--- src/rtl/step_trace_uart.sv ---
// Trace transmitter: on each rising step edge, snapshots the CPU debug state and
// sends "CC PPP Rrr=DDDDDDDD\r\n" over an 8N1 UART. Edges that arrive mid-line are dropped and flagged.
module step_trace_uart #(
  parameter int CLKS_PER_BIT = 434
) (
  input  logic        clock,
  input  logic        reset,
  input  logic        step,
  input  logic [7:0]  step_count,
  input  logic [8:0]  pc,
  input  logic [4:0]  reg_sel,
  input  logic [31:0] reg_data,
  output logic        tx,
  output logic        busy,
  output logic        dropped
);

  localparam int TW = (CLKS_PER_BIT > 1) ? $clog2(CLKS_PER_BIT) : 1;
  localparam logic [TW-1:0] TIMER_LOAD = TW'(CLKS_PER_BIT - 1);
  localparam logic [4:0]    LAST_CHAR  = 5'd20;

  typedef enum logic [1:0] {IDLE, START, DATA, STOP} state_t;

  state_t         state;
  logic           step_q;
  logic [TW-1:0]  timer;
  logic [2:0]     bit_idx;
  logic [4:0]     char_idx;
  logic [7:0]     snap_count;
  logic [8:0]     snap_pc;
  logic [4:0]     snap_sel;
  logic [31:0]    snap_data;
  logic [7:0]     cur_char;
  logic [2:0]     next_bit;
  logic           step_edge;

  assign step_edge = step & ~step_q;
  assign next_bit  = bit_idx + 3'd1;

  function automatic logic [7:0] hex_ch(input logic [3:0] n);
    return (n < 4'd10) ? (8'h30 + {4'h0, n}) : (8'h37 + {4'h0, n});
  endfunction

  always_comb begin
    cur_char = 8'h0A;
    case (char_idx)
      5'd0:    cur_char = hex_ch(snap_count[7:4]);
      5'd1:    cur_char = hex_ch(snap_count[3:0]);
      5'd2:    cur_char = 8'h20;
      5'd3:    cur_char = hex_ch({3'b000, snap_pc[8]});
      5'd4:    cur_char = hex_ch(snap_pc[7:4]);
      5'd5:    cur_char = hex_ch(snap_pc[3:0]);
      5'd6:    cur_char = 8'h20;
      5'd7:    cur_char = 8'h52;
      5'd8:    cur_char = hex_ch({3'b000, snap_sel[4]});
      5'd9:    cur_char = hex_ch(snap_sel[3:0]);
      5'd10:   cur_char = 8'h3D;
      5'd11:   cur_char = hex_ch(snap_data[31:28]);
      5'd12:   cur_char = hex_ch(snap_data[27:24]);
      5'd13:   cur_char = hex_ch(snap_data[23:20]);
      5'd14:   cur_char = hex_ch(snap_data[19:16]);
      5'd15:   cur_char = hex_ch(snap_data[15:12]);
      5'd16:   cur_char = hex_ch(snap_data[11:8]);
      5'd17:   cur_char = hex_ch(snap_data[7:4]);
      5'd18:   cur_char = hex_ch(snap_data[3:0]);
      5'd19:   cur_char = 8'h0D;
      default: cur_char = 8'h0A;
    endcase
  end

  always_ff @(posedge clock or posedge reset) begin
    if (reset) begin
      state      <= IDLE;
      step_q     <= 1'b1;
      tx         <= 1'b1;
      busy       <= 1'b0;
      dropped    <= 1'b0;
      timer      <= '0;
      bit_idx    <= 3'd0;
      char_idx   <= 5'd0;
      snap_count <= 8'd0;
      snap_pc    <= 9'd0;
      snap_sel   <= 5'd0;
      snap_data  <= 32'd0;
    end else begin
      step_q <= step;
      if (step_edge && state != IDLE)
        dropped <= 1'b1;

      case (state)
        IDLE: begin
          if (step_edge) begin
            snap_count <= step_count;
            snap_pc    <= pc;
            snap_sel   <= reg_sel;
            snap_data  <= reg_data;
            char_idx   <= 5'd0;
            timer      <= TIMER_LOAD;
            tx         <= 1'b0;
            busy       <= 1'b1;
            state      <= START;
          end
        end
        START: begin
          if (timer == '0) begin
            timer   <= TIMER_LOAD;
            bit_idx <= 3'd0;
            tx      <= cur_char[0];
            state   <= DATA;
          end else begin
            timer <= timer - TW'(1);
          end
        end
        DATA: begin
          if (timer == '0) begin
            timer <= TIMER_LOAD;
            if (bit_idx == 3'd7) begin
              tx    <= 1'b1;
              state <= STOP;
            end else begin
              bit_idx <= next_bit;
              tx      <= cur_char[next_bit];
            end
          end else begin
            timer <= timer - TW'(1);
          end
        end
        STOP: begin
          if (timer == '0) begin
            char_idx <= char_idx + 5'd1;
            if (char_idx < LAST_CHAR) begin
              // next start bit follows the stop bit with no idle gap
              timer <= TIMER_LOAD;
              tx    <= 1'b0;
              state <= START;
            end else begin
              tx    <= 1'b1;
              busy  <= 1'b0;
              state <= IDLE;
            end
          end else begin
            timer <= timer - TW'(1);
          end
        end
        default: state <= IDLE;
      endcase
    end
  end

endmodule

--- config.mk ---
export PLATFORM = sky130hd
export DESIGN_NAME = step_trace_uart
export DESIGN_NICKNAME = d
export VERILOG_FILES = /design/src/rtl/step_trace_uart.sv
export SDC_FILE = /design/constraint.sdc
export NUM_CORES = 1
export LEC_CHECK = 0
export CORE_MARGIN = 10
export CORE_UTILIZATION = 50
export CTS_CLUSTER_SIZE = 10
export DETAILED_ROUTE_END_ITERATION = 8
export MAX_ROUTING_LAYER = met4
export PLACE_DENSITY_LB_ADDON = 0.12
export SETUP_SLACK_MARGIN = 0.5
export SLEW_MARGIN = 20
export SYNTH_ARGS = -nofsm -noshare
export SYNTH_HDL_FRONTEND = slang
export SYNTH_SLANG_ARGS = --single-unit
--- constraint.sdc ---
create_clock -name clock -period 3.7 [get_ports clock]
set_clock_uncertainty 0.05 [all_clocks]
set_input_delay 0.555 -clock clock [delete_from_list [all_inputs] [get_ports clock]]
set_output_delay 0.555 -clock clock [all_outputs]
set_load 0.01 [all_outputs]
==> results.json, run 1 <==
{
  "rr_startpoint": "char_idx[0]",
  "crit_chain": "inv_1 -> ha_1 -> nor4b_2 -> a22oi_1 -> nand4_1 -> nor3_1 -> or4_1 -> o311ai_1 -> o21ba_1",
  "ff2ff_path_depth": 9,
  "grt_pass1_wl_um": 24310,
  "synthTopCellsByArea": "dfrtp_1 (35%), mux2_2 (12%), ha_1 (6.1%)",
  "fin_ws_ns": 0.6478,
  "clkLatencyLatePin_ns": 0.38,
  "synth_area_per_cell_um2": 9.422,
  "antenna_found_initial": 0,
  "crit_path_start_kind": "flop",
  "ios": 60,
  "coreArea_um2": 10370,
  "slew_viol_final": 0,
  "synth_warnings": 0,
  "numCtsBuffers": 9,
  "post-place-ws_ns": 0.7501,
  "r2r_slack_ns": 0.65,
  "grt_pass1_vias": 4514,
  "cts_tree": "built",
  "drtAntennaViolNets": 0,
  "drtIter0Drc": 506,
  "powerDensity_nw_per_um2": 253.4,
  "holdPathStages": 1,
  "synthToLayoutAreaGrowth_pct": 16.90,
  "clk_path_buf_depth": 2,
  "tns_ns": 0,
  "grt_use_total_pct": 20.90,
  "die_area_um2": 15260,
  "ys_ff_latch": 77,
  "r2r_end": "tx",
  "hpwl_um": 11720,
  "cts_setup_buffers": 0,
  "crit_fanout": 9,
  "yosys.area.top_type": "dfrtp_1",
  "worstPathRequired_ns": 3.97,
  "cts.reportedPaths.clkPinSlew_ns": 0.08,
  "nNetsFinal": 703,
  "cts_sinks": 77,
  "fin_crit_ns": 3.052,
  "setup_viol": 0,
  "critPathSlowestCell": "nor4b_2",
  "hold_class": "reg2reg",
  "synth_enable_flop_cells": 0,
  "power_leakage_nw": 2.574,
  "routedWlPerCell_um": 19.91,
  "yosysTopAreaCellShare_pct": 35.01,
  "final.period_utilization_pct": 82.49,
  "cpPeakStageDelay_ns": 0.72,
  "start_util_pct": 51.70,
  "slew_headroom_pct": 44.36,
  "dr.pass1.iters": 5,
  "min-delay-start": "dropped",
  "postCtsResizedCells": 0,
  "hold_path_end": "dropped",
  "finalHoldViolCount": 0,
  "via_per_inst": 6.141,
  "holdBufCountCts": 0,
  "endpoint_kind": "flop",
  "portBuffers": 59,
  "synth.cell_area_um2": 5361,
  "final_cell_mix": "dfrtp_1 (75), clkdlybuf4s50_1 (59), mux2_2 (56)",
  "rsz0062_at_grt": "no",
  "crit_type": "reg2reg",
  "mostFrequentLayoutCell": "dfrtp_1",
  "timing.hold.ws_ns": 0.4370,
  "tightest_slew_ns": 0.8135,
  "synth_nets": 652,
  "ir_drop_v": 0.0002091,
  "drc": 0,
  "route.vias.total": 4673,
  "drive_above_1_share_pct": 14.08,
  "cts_root_buf": "clkbuf_8",
  "fillers": 886,
  "overflow": 0,
  "synth_top_flop_cell": "dfrtp_1",
  "status": "finished, final reports clean",
  "h-tree-depth": 3,
  "cap_violations": 0,
  "clock.fmax_mhz": 327.6,
  "wl_um": 15150,
  "syn_inst": 569,
  "die_x_um": 123.6,
  "async_reset_ff_share_pct": 100.0,
  "crit_arrival_ns": 3.32,
  "globalplace.congestion": 0.9389,
  "num_rows": 37,
  "ys_types": 63,
  "dieHeight_um": 123.6,
  "diodes": 0,
  "synth-seq-area-share_pct": 35.99,
  "grt_max_degree": 56
}
==> synth_stat cells (all sizes together), types with 13 or more instances <==
cell type / n
clkbuf: 16
and4b: 13
mux2: 56
o21ai: 52
a21oi: 45
inv: 43
ha: 26
xnor2: 13
nor2b: 17
nand2: 32
dfrtp: 75
nor2: 20
==> power by group <==
group          switching [mW]  internal, mW
sequential           0.000184         0.842
combinational          0.0244        0.0541
clock                   0.319         0.349
total                   0.343          1.25
==> cells by family (layout without fill, tap and decap cells) <==
logic type               Yosys count  count (layout)  share of synthesized area, %
adder cells (fa/ha/maj)           26              26                         6.068
flip-flops                        77              77                         35.99
XOR/XNOR                          13              13                         2.124
AND/OR/NAND/NOR                  158             158                         18.44
buffers and inverters             66             122                         4.877
AO/OA/AOI/OAI                    171             171                         20.37
multiplexers                      58              58                         12.14
==> metrics by stage <==
step                      instances  total power, mW  utilization, %  instance area, µm²
after floorplan                 569           0.8722               -                5361
after global placement          745           0.9363           58.48                6065
after detailed placement        745           0.9394           58.48                6065
after CTS                       761            1.600           60.44                6267
after global routing            761            1.643           60.44                6267
final                           761            1.588           60.44                6267
==> flip-flops by register name, summed over array words and instances, names as in the netlist, 2 cells and up <==
register	cells
bit_idx	3
char_idx	5
snap_count	8
snap_data	32
snap_pc	9
snap_sel	5
state	2
timer	9
==> critical path, delay by kind of cell, from the launching register on <==
family	cells	cell delay, ns
buf+inv	1	0.12
simple gates	4	1.52
fa+ha+maj	1	0.36
compound gates	3	0.48
flops	1	0.46
==> how the worst max path moves through the flow <==
stage / cells past startpoint / from / slack, ns / end
6_report: 9 / char_idx[0] / 0.65 / tx
5_1_grt: 9 / char_idx[0] / 0.55 / tx
4_1_cts: 9 / char_idx[0] / 0.71 / tx
3_5_place_dp: 9 / char_idx[0] / 0.75 / tx
3_3_place_gp: 9 / char_idx[0] / 0.83 / tx
2_1_floorplan: 10 / timer[0] / 1.10 / state[0]
==> per-layer routing <==
metal	vias to the layer above	share of wire (%)	track usage (%)
met3	30	6.3	3.646
met1	2240	46	27.90
met2	172	45	31.23
met5	-	0	-
met4	0	2.3	7.496
li1	2231	-	-
==> final cells by class <==
type	instances	area (µm²)	area share [%]
multi-input combinational	426	3171	50.59
sequential	77	1929	30.78
tap	136	170.2	2.715
clock buffer	13	158.9	2.535
timing repair buffer	63	633.1	10.10
inverter	43	161.4	2.575
clock inverter	3	43.79	0.6987
Power figures use the tool's default switching activity.
==> run 2: changes to the inputs <==
==> constraint.sdc (replaced) <==
create_clock -name clock -period 2.6 [get_ports clock]
set_clock_uncertainty 0.05 [all_clocks]
set_input_delay 0.39 -clock clock [delete_from_list [all_inputs] [get_ports clock]]
set_output_delay 0.39 -clock clock [all_outputs]
set_load 0.01 [all_outputs]
==> results.json, run 2 (same netlist as run 1, synthesis figures left out) <==
{
  "via_per_inst": 5.977,
  "clock.fmax_mhz": 383.9,
  "reg.largest.list": "snap_data x32, snap_pc x9, timer x9",
  "cap_violations": 0,
  "num_rows": 37,
  "critPathBufInv": 3,
  "start_util_pct": 51.70,
  "overflow": 0,
  "worstPathRequired_ns": 2.80,
  "r2r_slack_ns": -0.005,
  "numCtsBuffers": 9,
  "postLayoutCellArea_um2": 7351,
  "route.vias.total": 5092,
  "drive_above_1_share_pct": 31.84,
  "die_area_um2": 15260,
  "clkLatencyLatePin_ns": 0.38,
  "cts_root_buf": "clkbuf_8",
  "dr.pass1.iters": 5,
  "powerDensity_nw_per_um2": 309.5,
  "crit_fanout": 6,
  "cts.reportedPaths.clkPinSlew_ns": 0.09,
  "path_common_cell": "a31oi_1",
  "crit_arrival_ns": 2.81,
  "ir_drop_v": 0.0003934,
  "setup_viol": 1,
  "nNetsFinal": 794,
  "rr_startpoint": "timer[1]",
  "largest_reg_flops": 32,
  "holdBufCountCts": 0,
  "rsz0062_at_grt": "yes",
  "grt_max_degree": 78,
  "cts_tree": "built",
  "r2r_end": "timer[7]",
  "cts_sinks": 77,
  "drtAntennaViolNets": 0,
  "status": "complete, but fails checks",
  "mostFrequentLayoutCell": "buf_4",
  "startpoint": "timer[1]",
  "timing.hold.ws_ns": 0.4295,
  "fin_crit_ns": 2.605,
  "violations": "setup timing",
  "crit_family": "simple AND/OR/NAND/NOR gates",
  "crit_chain": "inv_1 -> ha_2 -> or4b_4 -> or4_4 -> nor2_4 -> buf_6 -> buf_12 -> nand2_8 -> a31oi_1 -> a31oi_1",
  "power_leakage_nw": 3.124,
  "regMostFlops": "snap_data",
  "fin_ws_ns": -0.005122,
  "critPathSlowestCell": "or4_4",
  "final_cell_mix": "buf_4 (80), dfrtp_1 (75), clkdlybuf4s50_1 (59)",
  "h-tree-depth": 3,
  "wl_um": 17190,
  "ff2ff_path_depth": 10,
  "final.period_utilization_pct": 100.2,
  "finalHoldViolCount": 0,
  "ios": 60,
  "endpoint_kind": "flop",
  "routedWlPerCell_um": 20.17,
  "post-place-ws_ns": -0.06576,
  "portBuffers": 59,
  "antenna_found_initial": 0,
  "hpwl_um": 12420,
  "grt_pass1_vias": 5066,
  "grt_use_total_pct": 22.93,
  "crit_type": "reg2reg",
  "dpl-instance-area_um2": 6659,
  "synthToLayoutAreaGrowth_pct": 37.11,
  "drc": 0,
  "slew_headroom_pct": 53.96,
  "drtIter0Drc": 386,
  "hold_class": "in2async",
  "clk_path_buf_depth": 2,
  "dieHeight_um": 123.6,
  "die_x_um": 123.6,
  "globalplace.congestion": 0.9731,
  "slew_viol_final": 0,
  "diodes": 0,
  "crit_path_start_kind": "flop",
  "cpPeakStageDelay_ns": 0.47,
  "coreArea_um2": 10370,
  "grt_pass1_wl_um": 26390,
  "tightest_slew_ns": 0.6880
}
[run 2: cell types whose count changed in the layout (fill, tap and decap cells not counted), sizes merged]
cell / delta
clkinvlp: +2
clkbuf: -3
inv: +2
clkinv: -1
buf: +91
[run 2: metal layers]
metal	vias up	wire (µm)	track usage (%)	share of wire, %
met5	-	0	-	0
met4	0	443	7.496	2.6
met3	39	1249	6.472	7.3
met2	171	8093	35.95	47
met1	2464	7400	27.96	43
li1	2418	-	-	-
[run 2: tightest hold or removal path, delay by kind of cell]
family | cells | cell delay (ns)
buffers and inverters | 3 | 0.88
[run 2: worst max path at each step]
| stage | slack [ns] | cells past startpoint | to |
|---|---|---|---|
| 3_3_place_gp | -0.19 | 13 | tx |
| 6_report | -0.005 | 10 | timer[7] |
| 3_5_place_dp | -0.07 | 13 | tx |
| 2_1_floorplan | -0.002 | 10 | state[0] |
| 5_1_grt | -0.04 | 10 | timer[7] |
| 4_1_cts | -0.05 | 8 | char_idx[1] |
[run 2: layout make-up]
type / count / area, µm²
clock inverters: 6 / 68.82
flip-flops and latches: 77 / 1929
well taps: 136 / 170.2
repair buffers: 154 / 1395
clock buffers: 10 / 137.6
multi-input cells: 426 / 3485
fillers: 769 / 3019
inverters: 43 / 165.2
[run 2: metrics by stage]
| stage | instances | power (mW) | util [%] | setup TNS, ns |
|---|---|---|---|---|
| 2_1_floorplan | 569 | 1.242 | - | -0.002443 |
| 3_3_place_gp | 819 | 1.333 | 64.21 | -0.1909 |
| 3_5_place_dp | 819 | 1.337 | 64.21 | -0.1306 |
| 4_1_cts | 845 | 2.309 | 68.63 | -0.1655 |
| 5_1_grt | 852 | 2.373 | 70.89 | -0.1395 |
| 6_report | 852 | 2.275 | 70.89 | -0.005122 |
[run 2: repair_timing]
action                                 CTS  global route
endpoints found under the hold margin    0             0
setup buffers                           10             7
pin swaps                               23            17
resized for setup                       45            42
setup endpoints to repair               21            21
[run 2: report_power, final]
| group | internal (mW) | switching (mW) | total, mW |
|---|---|---|---|
| registers | 1.20 | 0.000519 | 1.20 |
| logic | 0.0773 | 0.0359 | 0.113 |
| clock network | 0.478 | 0.486 | 0.964 |
==> patch 1, RTL diff (settings of run 2) <==
Change the parameter `CLKS_PER_BIT` from 434 to 868.
--- a/src/rtl/step_trace_uart.sv
+++ b/src/rtl/step_trace_uart.sv
@@ -3,3 +3,3 @@
 module step_trace_uart #(
-  parameter int CLKS_PER_BIT = 434
+  parameter int CLKS_PER_BIT = 868
 ) (
Formal check against the unedited RTL: no difference found for any inputs over 10 cycles, from zero or initial values and one cycle with reset high; that may be too few to reach the edited logic, so the function may still have changed.
==> patch 1 against run 2 <==
Clock power down 2%. Setup slack improved by 400 ps. Critical endpoint is now tx. Routed wire length shrank 2.5%. Area after synthesis is 3.4% higher. Sequential cell count is 1 higher. Worst hold slack got worse by 19 ps. First-iteration DRC count is 5.7% lower. Final area decreased by 2.7%. Power down 0.16%.
==> patch 1: results <==
{
  "syn-num-nets": 659,
  "pre_cts_ws_ps": 6.39,
  "grt_max_degree": 79,
  "worstMarginPinSlew_ps": 580,
  "first_pass_iters": 5,
  "hold_class": "input pin to async pin",
  "yosysSeqAreaShare_pct": 35.2,
  "r2r_slack_ps": 390,
  "track_usage_pct": 21.6,
  "startpoint": "char_idx[1]",
  "final_nets": 760,
  "slowest_stage": "dfrtp_2",
  "ir_drop_uv": 512,
  "postSynthAreaPerCell_sq_um": 9.63,
  "cp_max_fo": 7,
  "hpwl_um": 12100,
  "leakage_nw": 2.95,
  "whs_ps": 410,
  "critPathMaxStageDelay_ps": 440,
  "synthDistinctLibCells": 68,
  "drt_iter0_drc": 364,
  "antenna_cells": 0,
  "worst_ep_arrival_time_ps": 2480,
  "ys_top_cells_by_area": "dfrtp_1, mux2_2, ha_1",
  "critPathTopFamily": "compound AO/OA/AOI/OAI gates",
  "synth_common_cells": "dfrtp_1, mux2_2, o21ai_0",
  "grt_pass1_vias": 4977,
  "synth_async_sr_flop_share_pct": 100,
  "reg_top3": "snap_data: 32 flops, timer: 10 flops, snap_pc: 9 flops",
  "gp_congestion": 1.01,
  "cts_hold_buf": 0,
  "vias_per_cell": 6.13,
  "nFillCells": 899,
  "drive_above_1_share_pct": 28.2,
  "wl_per_cell_um": 20.4,
  "status": "finished, final reports clean",
  "grt_pass1_wl_um": 27200,
  "post-route-period-util_pct": 85.0
}
==> patch 1: cell types whose count changed in the layout (fill, tap and decap cells not counted), moves of 7 or more <==
cell | run 2 | this run
buf_6 | 11 | 1
nor3_1 | 11 | 2
nor2_1 | 16 | 24
buf_4 | 80 | 47
nand2_1 | 27 | 41
o21ai_2 | 7 | 0
==> patch 1: kinds of logic after synthesis <==
| kind of cell | after synthesis | share of synthesized area, % |
|---|---|---|
| adders and majority gates | 26 | 5.87 |
| DFF | 78 | 35.2 |
| muxes | 57 | 11.6 |
| buffers and inverters | 65 | 5.10 |
| AOI/OAI and AO/OA | 173 | 20.0 |
| and+or+nand+nor | 160 | 19.5 |
| xor gates and xnor gates | 17 | 2.69 |
==> patch 1: layout make-up <==
| type | instances | share of cell area (%) |
|---|---|---|
| clock inverter | 5 | 0.822 |
| sequential | 78 | 27.5 |
| inverter | 41 | 2.29 |
| timing repair buffer | 114 | 15.3 |
| tap | 140 | 2.45 |
| multi-input combinational | 433 | 49.7 |
| clock buffer | 11 | 1.98 |
==> patch 1: report_power, final <==
group	internal, mW	total, mW	switching (mW)
Clock	0.470	0.946	0.476
Sequential	1.21	1.21	0.000222
Combinational	0.0772	0.112	0.0351
==> patch 1: metrics by stage <==
stage / util (%) / std cells / area, sq um / power [mW]
floorplan: - / 576 / 5560 / 1.26
global placement: 58.7 / 769 / 6360 / 1.35
detailed placement: 58.7 / 769 / 6360 / 1.35
CTS: 64.1 / 809 / 6950 / 2.30
global route: 66.0 / 822 / 7150 / 2.35
finish: 66.0 / 822 / 7150 / 2.27
==> patch 1: what timing repair did <==
action / in CTS / in global routing
resized for setup: 34 / 30
cloned: 1 / 0
setup endpoints to repair: 13 / 18
buffers inserted: 23 / 13
pin swaps: 8 / 20
==> patch 1: metal layers <==
layer	vias to the layer above	routed length, um	GRT usage (%)
li1	2350	-	-
met1	2485	7230	27.3
met2	179	8410	34.8
met3	25	830	3.89
met4	0	286	5.89
met5	-	0	-
==> patch 1: tightest hold or removal path: cells and delay by family <==
family	cells	cell delay [ps]
buffers and inverters	3	880
==> patch 1: path summary, 6_finish.rpt <==
path                          endpoint  depth (start not counted)
setup / recovery                    tx                         10
min in group clock              step_q                          1
hold reg to reg                dropped                          1
max in group asynchronous  char_idx[2]                          3
hold / removal              bit_idx[0]                          3
setup reg to reg                    tx                         10
==> patch 2, RTL diff (flow settings as in run 2) <==
Without the edit above. Add an input register stage for `pc`, without a reset; this delays it by one clock. The other inputs are not delayed to match.
--- a/src/rtl/step_trace_uart.sv
+++ b/src/rtl/step_trace_uart.sv
@@ -22,2 +22,8 @@
   typedef enum logic [1:0] {IDLE, START, DATA, STOP} state_t;
+
+  logic [8:0] pc_q;
+
+  always_ff @(posedge clock) begin
+    pc_q <= pc;
+  end
 
@@ -93,3 +99,3 @@
             snap_count <= step_count;
-            snap_pc    <= pc;
+            snap_pc    <= pc_q;
             snap_sel   <= reg_sel;
Behaviour: same outputs for any inputs over 10 cycles, from zero or initial values and one cycle with reset high; that may be too few to reach the edited logic, so the function may still have changed.
==> patch 2 against run 2 <==
The run still ends with negative setup slack left. Fmax is 1.8% lower. Setup slack worse by 48 ps. Area after synthesis grew 3.2%. Largest cell class unchanged. Final area increased by 0.66%. Sequential cell count rose by 9. Highest routed layer unchanged. Routed wire length increased by 6.2%.
Power is left out: it rests on default switching activity, and per cell area and clock period it moved more than threefold.
==> patch 2: results <==
{
  "violations": "negative setup slack",
  "yosysSeqAreaShare_pct": 38.1,
  "cp_max_fo": 3,
  "fin_ws_ps": -53.0,
  "synthDistinctLibCells": 70,
  "hold_class": "input pin to flip-flop",
  "globalRouteMet1Util_pct": 28.3,
  "synth_common_cells": "o21ai_0, dfrtp_1, nand2_1",
  "max_slew_margin_pct": 51.7,
  "finalSetupViolCount": 2,
  "final_nets": 827,
  "grt_pass1_wl_um": 27900,
  "status": "finished, violations left",
  "gp_congestion": 0.972,
  "wl_um": 18300,
  "vias_per_cell": 6.04,
  "drt_iter0_drc": 545,
  "critPathMaxStageDelay_ps": 520,
  "drive_above_1_share_pct": 24.3,
  "worst_ep_arrival_time_ps": 2890,
  "synth_async_sr_flop_share_pct": 89.5,
  "syn-num-nets": 696,
  "gr-usage-met3_pct": 3.97,
  "met2_usage_pct": 36.1,
  "hpwl_um": 13200
}
-- patch 2: cell count changes after synthesis, sizes merged, moves of 8 or more --
cell,run 2,this run
o21ai,52,87
nor3b,1,9
o211ai,3,13
mux2,56,28
o22ai,12,3
a21oi,45,26
nand2,32,62
dfxtp,0,9
-- patch 2: logic make-up (layout without fill, tap and decap cells) --
family                     Yosys count  after routing  synth area share, %
AOI/OAI and AO/OA                  198            198                 22.7
and+or+nand+nor                    191            191                 20.0
DFF                                 86             86                 38.1
buffers and inverters               68            204                 4.95
muxes                               30             30                 6.06
adders and majority gates           25             25                 5.65
xor gates and xnor gates            16             16                 2.53
-- patch 2: worst reg2reg max path: stages (launching register included) --
cell     delay (ps)
dfrtp_1         400
inv_1           100
ha_4            140
or3b_4          390
or4_4           520
buf_6           160
buf_6           120
or2b_4          220
nor2_2           40
nor2_1          120
nor2_1           70
a31oi_1         230
-- patch 2: cell type report --
type                    instances  area share, %
multi-input cells             460           46.0
repair buffers                148           18.5
flip-flops and latches         86           28.5
clock buffers                  10           1.86
inverters                      40           2.08
well taps                     140           2.37
clock inverters                 6          0.727
-- patch 2: layer usage --
layer	up-vias	routed length, um
met5	-	0
met4	0	442
met3	33	906
met2	177	8970
met1	2636	7930
li1	2529	-
-- patch 2: what timing repair did --
action,CTS,global route
hold buffers,0,0
pin swaps,19,14
setup endpoints to repair,40,44
gates resized for setup,35,41
buffers inserted,15,16
-- patch 2: path summary, 6_finish.rpt --
check | from | to | slack [ps] | cells past startpoint
worst min-delay path | pc[5] | pc_q[5] | 390 | 1
worst max-delay path | timer[1] | timer[5] | -50 | 11
max in group asynchronous | reset | step_q | 1720 | 3
min in group asynchronous | reset | snap_sel[2] | 410 | 3
worst max register to register | timer[1] | timer[5] | -50 | 11
worst min register to register | pc_q[5] | snap_pc[5] | 410 | 2
-- patch 2: through the flow --
step / hold WS, ps / cells / area (sq um) / util [%] / setup TNS (ps)
2_1_floorplan: 344 / 614 / 5640 / - / 0
3_3_place_gp: 368 / 843 / 6680 / 61.7 / 0
3_5_place_dp: 379 / 843 / 6680 / 61.7 / -66.8
4_1_cts: 372 / 874 / 7090 / 65.4 / 0
5_1_grt: 379 / 890 / 7400 / 68.3 / -205
6_report: 385 / 890 / 7400 / 68.3 / -53.7
